File: src/rtl/dw_weight_sched.sv
// rtl/dw_weight_sched.sv - depthwise-conv weight sequencer: per-channel tap fetch then counted, handshaked replay
module dw_weight_sched #(
    parameter int DW  = 32,
    parameter int KSZ = 3,
    parameter int AW  = 16,
    parameter int CW  = 16
) (
    input  logic          clk,
    input  logic          rst_n,
    input  logic          start,
    input  logic [AW-1:0] cfg_base_addr,
    input  logic [CW-1:0] cfg_num_ch,
    input  logic [CW-1:0] cfg_num_pix,
    output logic          busy,
    output logic          done,
    output logic          mem_req,
    output logic [AW-1:0] mem_addr,
    input  logic          mem_gnt,
    input  logic          mem_rvalid,
    input  logic [DW-1:0] mem_rdata,
    output logic          pe_wvalid,
    input  logic          pe_wready,
    output logic [DW-1:0] pe_wdata,
    output logic          pe_wlast,
    output logic [CW-1:0] ch_idx
);

    localparam int K2 = KSZ * KSZ;
    localparam int TW = $clog2(K2 + 1);
    localparam logic [TW-1:0] K2_T   = TW'(K2);
    localparam logic [TW-1:0] LAST_T = TW'(K2 - 1);

    typedef enum logic [1:0] {IDLE, FETCH, REPLAY, FIN} state_t;

    state_t        state, state_nx;
    logic [TW-1:0] req_cnt, rsp_cnt, tap;
    logic [CW-1:0] pix, ch, num_ch_q, num_pix_q;
    logic [AW-1:0] ch_addr;
    logic [DW-1:0] tapbuf [K2];

    logic accept, fetch_wr, last_tap, last_pix, last_ch, pe_fire;

    // A start coinciding with the done pulse belongs to the finished layer and is dropped.
    assign accept   = (state == IDLE) && start && !done;
    assign fetch_wr = (state == FETCH) && mem_rvalid && (rsp_cnt < K2_T);
    assign last_tap = (tap == LAST_T);
    assign last_pix = (pix == num_pix_q - CW'(1));
    assign last_ch  = (ch == num_ch_q - CW'(1));
    assign pe_fire  = (state == REPLAY) && pe_wready;
    assign ch_idx   = ch;

    always_ff @(posedge clk) begin
        if (!rst_n) begin
            state <= IDLE;
        end else begin
            state <= state_nx;
        end
    end

    always_comb begin
        state_nx  = state;
        busy      = 1'b0;
        mem_req   = 1'b0;
        mem_addr  = '0;
        pe_wvalid = 1'b0;
        pe_wdata  = '0;
        pe_wlast  = 1'b0;
        case (state)
            IDLE: begin
                if (accept) begin
                    state_nx = (cfg_num_ch == '0 || cfg_num_pix == '0) ? FIN : FETCH;
                end
            end
            FETCH: begin
                busy = 1'b1;
                if (req_cnt < K2_T) begin
                    mem_req  = 1'b1;
                    mem_addr = ch_addr + AW'(req_cnt);
                end
                if (fetch_wr && rsp_cnt == LAST_T) begin
                    state_nx = REPLAY;
                end
            end
            REPLAY: begin
                busy      = 1'b1;
                pe_wvalid = 1'b1;
                pe_wdata  = tapbuf[tap];
                pe_wlast  = last_tap;
                if (pe_wready && last_tap && last_pix) begin
                    state_nx = last_ch ? FIN : FETCH;
                end
            end
            FIN: begin
                state_nx = IDLE;
            end
            default: begin
                state_nx = IDLE;
            end
        endcase
    end

    // ch_addr tracks base + ch*K2 incrementally, so no multiplier is needed.
    always_ff @(posedge clk) begin
        if (!rst_n) begin
            req_cnt   <= '0;
            rsp_cnt   <= '0;
            tap       <= '0;
            pix       <= '0;
            ch        <= '0;
            ch_addr   <= '0;
            num_ch_q  <= '0;
            num_pix_q <= '0;
            done      <= 1'b0;
        end else begin
            done <= (state == FIN);
            if (accept) begin
                num_ch_q  <= cfg_num_ch;
                num_pix_q <= cfg_num_pix;
                ch        <= '0;
                ch_addr   <= cfg_base_addr;
                req_cnt   <= '0;
                rsp_cnt   <= '0;
                tap       <= '0;
                pix       <= '0;
            end
            if (state == FETCH && mem_req && mem_gnt) begin
                req_cnt <= req_cnt + TW'(1);
            end
            if (fetch_wr) begin
                rsp_cnt <= rsp_cnt + TW'(1);
            end
            if (pe_fire) begin
                if (!last_tap) begin
                    tap <= tap + TW'(1);
                end else begin
                    tap <= '0;
                    if (!last_pix) begin
                        pix <= pix + CW'(1);
                    end else begin
                        pix <= '0;
                        if (!last_ch) begin
                            ch      <= ch + CW'(1);
                            ch_addr <= ch_addr + AW'(K2);
                            req_cnt <= '0;
                            rsp_cnt <= '0;
                        end
                    end
                end
            end
        end
    end

    always_ff @(posedge clk) begin
        if (fetch_wr) begin
            tapbuf[rsp_cnt] <= mem_rdata;
        end
    end

endmodule

File: config.mk
export PLATFORM = sky130hd
export DESIGN_NAME = dw_weight_sched
export DESIGN_NICKNAME = d
export VERILOG_FILES = /design/src/rtl/dw_weight_sched.sv
export SDC_FILE = /design/constraint.sdc
export NUM_CORES = 1
export LEC_CHECK = 0
export ABC_CLOCK_PERIOD_IN_PS = 4650
export CAP_MARGIN = 20
export CORE_MARGIN = 3
export CORE_UTILIZATION = 45
export CTS_CLUSTER_DIAMETER = 200
export DETAILED_ROUTE_END_ITERATION = 10
export HOLD_SLACK_MARGIN = 0.06
export SKIP_CTS_REPAIR_TIMING = 1
export SLEW_MARGIN = 20
export SYNTH_ARGS = -nofsm -noshare
export SYNTH_HDL_FRONTEND = slang
export SYNTH_SLANG_ARGS = --single-unit
File: constraint.sdc
create_clock -name clk -period 4.65 [get_ports clk]
set_input_delay 0.93 -clock clk [delete_from_list [all_inputs] [get_ports clk]]
set_output_delay 0.93 -clock clk [all_outputs]
set_load 0.005 [all_outputs]
==> out/summary.txt <==
Yosys warning total = 0
Die X = 203.9 um
worst path cell trace = buf_4 -> mux4_2 -> mux2i_1 -> o21ai_0 -> and2_1 -> clkdlybuf4s50_1
initial core utilization = 0.4624
Worst path max stage delay = 0.66 ns
drt wl/cell = 20.34 um
Fillers = 3198
H-tree depth = 2
Slew Viols, Final = 0
Die H = 203.9 um
critical path type = reg -> out
Vias = 11810
clock skew = 0.02596 ns
CTS clock-pin slew for the worst setup and hold paths = 0.06 ns
largest net degree at the start of global routing = 50
startpoint type of the worst setup path = flop
WP data arrival = 3.14 ns
sequential fraction of the synthesis area = 0.6032
Detail Route Antenna Nets = 0
number of distinct library cells after synthesis = 66
Hold Path Class = reg -> reg
Final #Nets = 1649
Critical Path RT = 3.72 ns
unrepaired setup endpoints after global routing = false
Max Clk Rate = 0.2458 GHz
CP Max Fanout = 22
Top FF cell, synth = edfxtp_1
Multi-input gate area = 6565 um2
initial antenna violation count = 3
GRT Total Usage = 0.2048
CP max-delay cell = dfxtp_4
#FFs+latches synth = 387
static leakage = 6.908 nW
drt pass-1 iters = 5
aggregate negative setup slack = 0 ns
status = complete, no violations
CP Capture Type = primary output
number of global-route vias before repair = 11940
fin crit share = 0.8749
Iteration-0 DRC Markers = 752
main combinational cell family by area after synthesis = simple AND/OR/NAND/NOR gates
Power Dens Cells = 411.0 nW/um2
GR Overflow Total = 0
area share of and/or/nand/nor cells after synthesis = 0.1357
post-synthesis adder-cell area fraction = 0.01676
met1 Use GR = 0.2909
grt met2 use = 0.3331
insertion delay to the later sink of the worst-skew pair = 0.55 ns
Max VDD drop = 0.0002113 V
Relative slew margins = 0.3766
most common cell after layout, fill and taps aside = edfxtp_1
final hold vios = 0
total wire length = 42420 um
Remaining DRCs = 0
final non-filler cell total = 2086
placed inst area = 19830 um2
Worst Tran Pin Value = 0.9351 ns
RD Place Congestion = 0.8698
placed insts = 2007
FFs w/ async S/R, synth = 0
DP HPWL = 27390 um
most frequent cells in the layout = edfxtp_1 (288), nand2_1 (159), clkdlybuf4s50_1 (154)
CTS root buffer = clkbuf_16
busiest grt layer = met2
area growth from synthesis to layout = 19.96%
Mapped Cells = 1394
Mapped Area = 17620 um2
fin crit period = 4.068 ns
IO Port Bufs = 154
mux cell area share after synthesis = 0.1118
Final Setup Violations = 0
XOR/XNOR Fraction of Synth Area = 0.02236
Mean Syn Cell Area = 12.64 um2
compound-gate portion of the synthesized area = 0.08435
Reg area = 10640 um2
global-route track usage on met3 = 0.03647
Die Area = 41570 um2
first-pass GRT wire length = 67450 um
CTS tree = built
CTS max path bufs = 3
Post-synth EDFFs = 288
CORE AREA = 38110 um2
Num CTS Buffers = 42
Clock Sinks = 387
Synth Net Count = 1503
Max-Cap Viols = 0
detail-routed via count per cell = 5.663
design area = 21140 um2
IO Count = 155
share of cells above drive strength 1 = 0.1227
number of cell rows = 71
==> area by class of cell <==
type / count / area share
inverters: 26 / 0.004616
well taps: 511 / 0.03024
repair buffers: 190 / 0.08925
clock inverters: 19 / 0.006925
clock buffers: 58 / 0.05498
flip-flops and latches: 387 / 0.5032
diodes: 2 / 0.0002367
multi-input cells: 893 / 0.3105
==> through the flow <==
stage               hold slack, ns  setup slack [ns]    util  power (mW)
finish                      0.4781            0.5819  0.5547       8.689
global route                0.4988            0.3387  0.5546       9.086
CTS                         0.4801            0.4947  0.5546       8.763
detailed placement          0.4733            0.7365  0.5202       5.607
global placement            0.4652            0.8542  0.5202       5.589
floorplan                   0.4481            0.5050       -       5.021
==> layer usage <==
layer | vias to the layer above | share of wire
li1 | 5599 | -
met1 | 5827 | 0.45
met2 | 326 | 0.48
met3 | 59 | 0.059
met4 | 2 | 0.015
met5 | - | 0.00017
==> logic make-up after synthesis <==
logic type | count (synthesis)
and+or+nand+nor | 476
DFF | 387
AOI/OAI and AO/OA | 233
muxes | 116
buffers and inverters | 114
xor gates and xnor gates | 45
adders and majority gates | 23
==> flip-flops by register name, summed over array words and instances, names as in the netlist, named ones only <==
signal,flops
tapbuf,288
ch_addr,16
ch_idx,16
num_ch_q,16
num_pix_q,16
pix,16
req_cnt,4
rsp_cnt,4
tap,4
state,2
done,1
==> report_power, final <==
group,leakage (nW),switching (mW),internal (mW)
Sequential,3.40,0.165,3.85
Combinational,2.87,0.837,0.688
Clock,0.637,1.34,1.81
==> cell usage after synthesis (19+ instances only) <==
master,count,share of area
nand3_1,40,0.011
nor3_1,26,0.0074
and3_1,19,0.0067
nor4_1,24,0.0085
xor2_1,20,0.0099
nand2_1,159,0.034
dfxtp_1,99,0.11
inv_1,26,0.0055
ha_1,22,0.016
xnor2_1,25,0.012
nand4_1,19,0.0067
mux2i_1,46,0.026
nor2_1,69,0.015
mux4_2,64,0.082
a21oi_1,74,0.021
edfxtp_1,288,0.49
clkbuf_1,65,0.014
o21ai_0,62,0.018
and2_1,49,0.017
==> worst paths after layout <==
check | cells past startpoint | slack [ns] | end | start
setup reg to reg | 11 | 0.72 | ch_idx[0] | num_pix_q[0]
hold reg to reg | 2 | 0.48 | num_pix_q[15] | num_pix_q[15]
hold / removal | 2 | 0.48 | num_pix_q[15] | num_pix_q[15]
setup / recovery | 6 | 0.58 | pe_wdata[9] | flop
==> critical path: cells and delay by family, from the launching register on <==
kind                   cells  cell delay (ns)
AO/OA/AOI/OAI              1             0.19
flip-flops                 1             0.66
AND/OR/NAND/NOR            1             0.26
multiplexers               2             0.67
buffers and inverters      2             0.79
(Power assumes the default switching activity.)
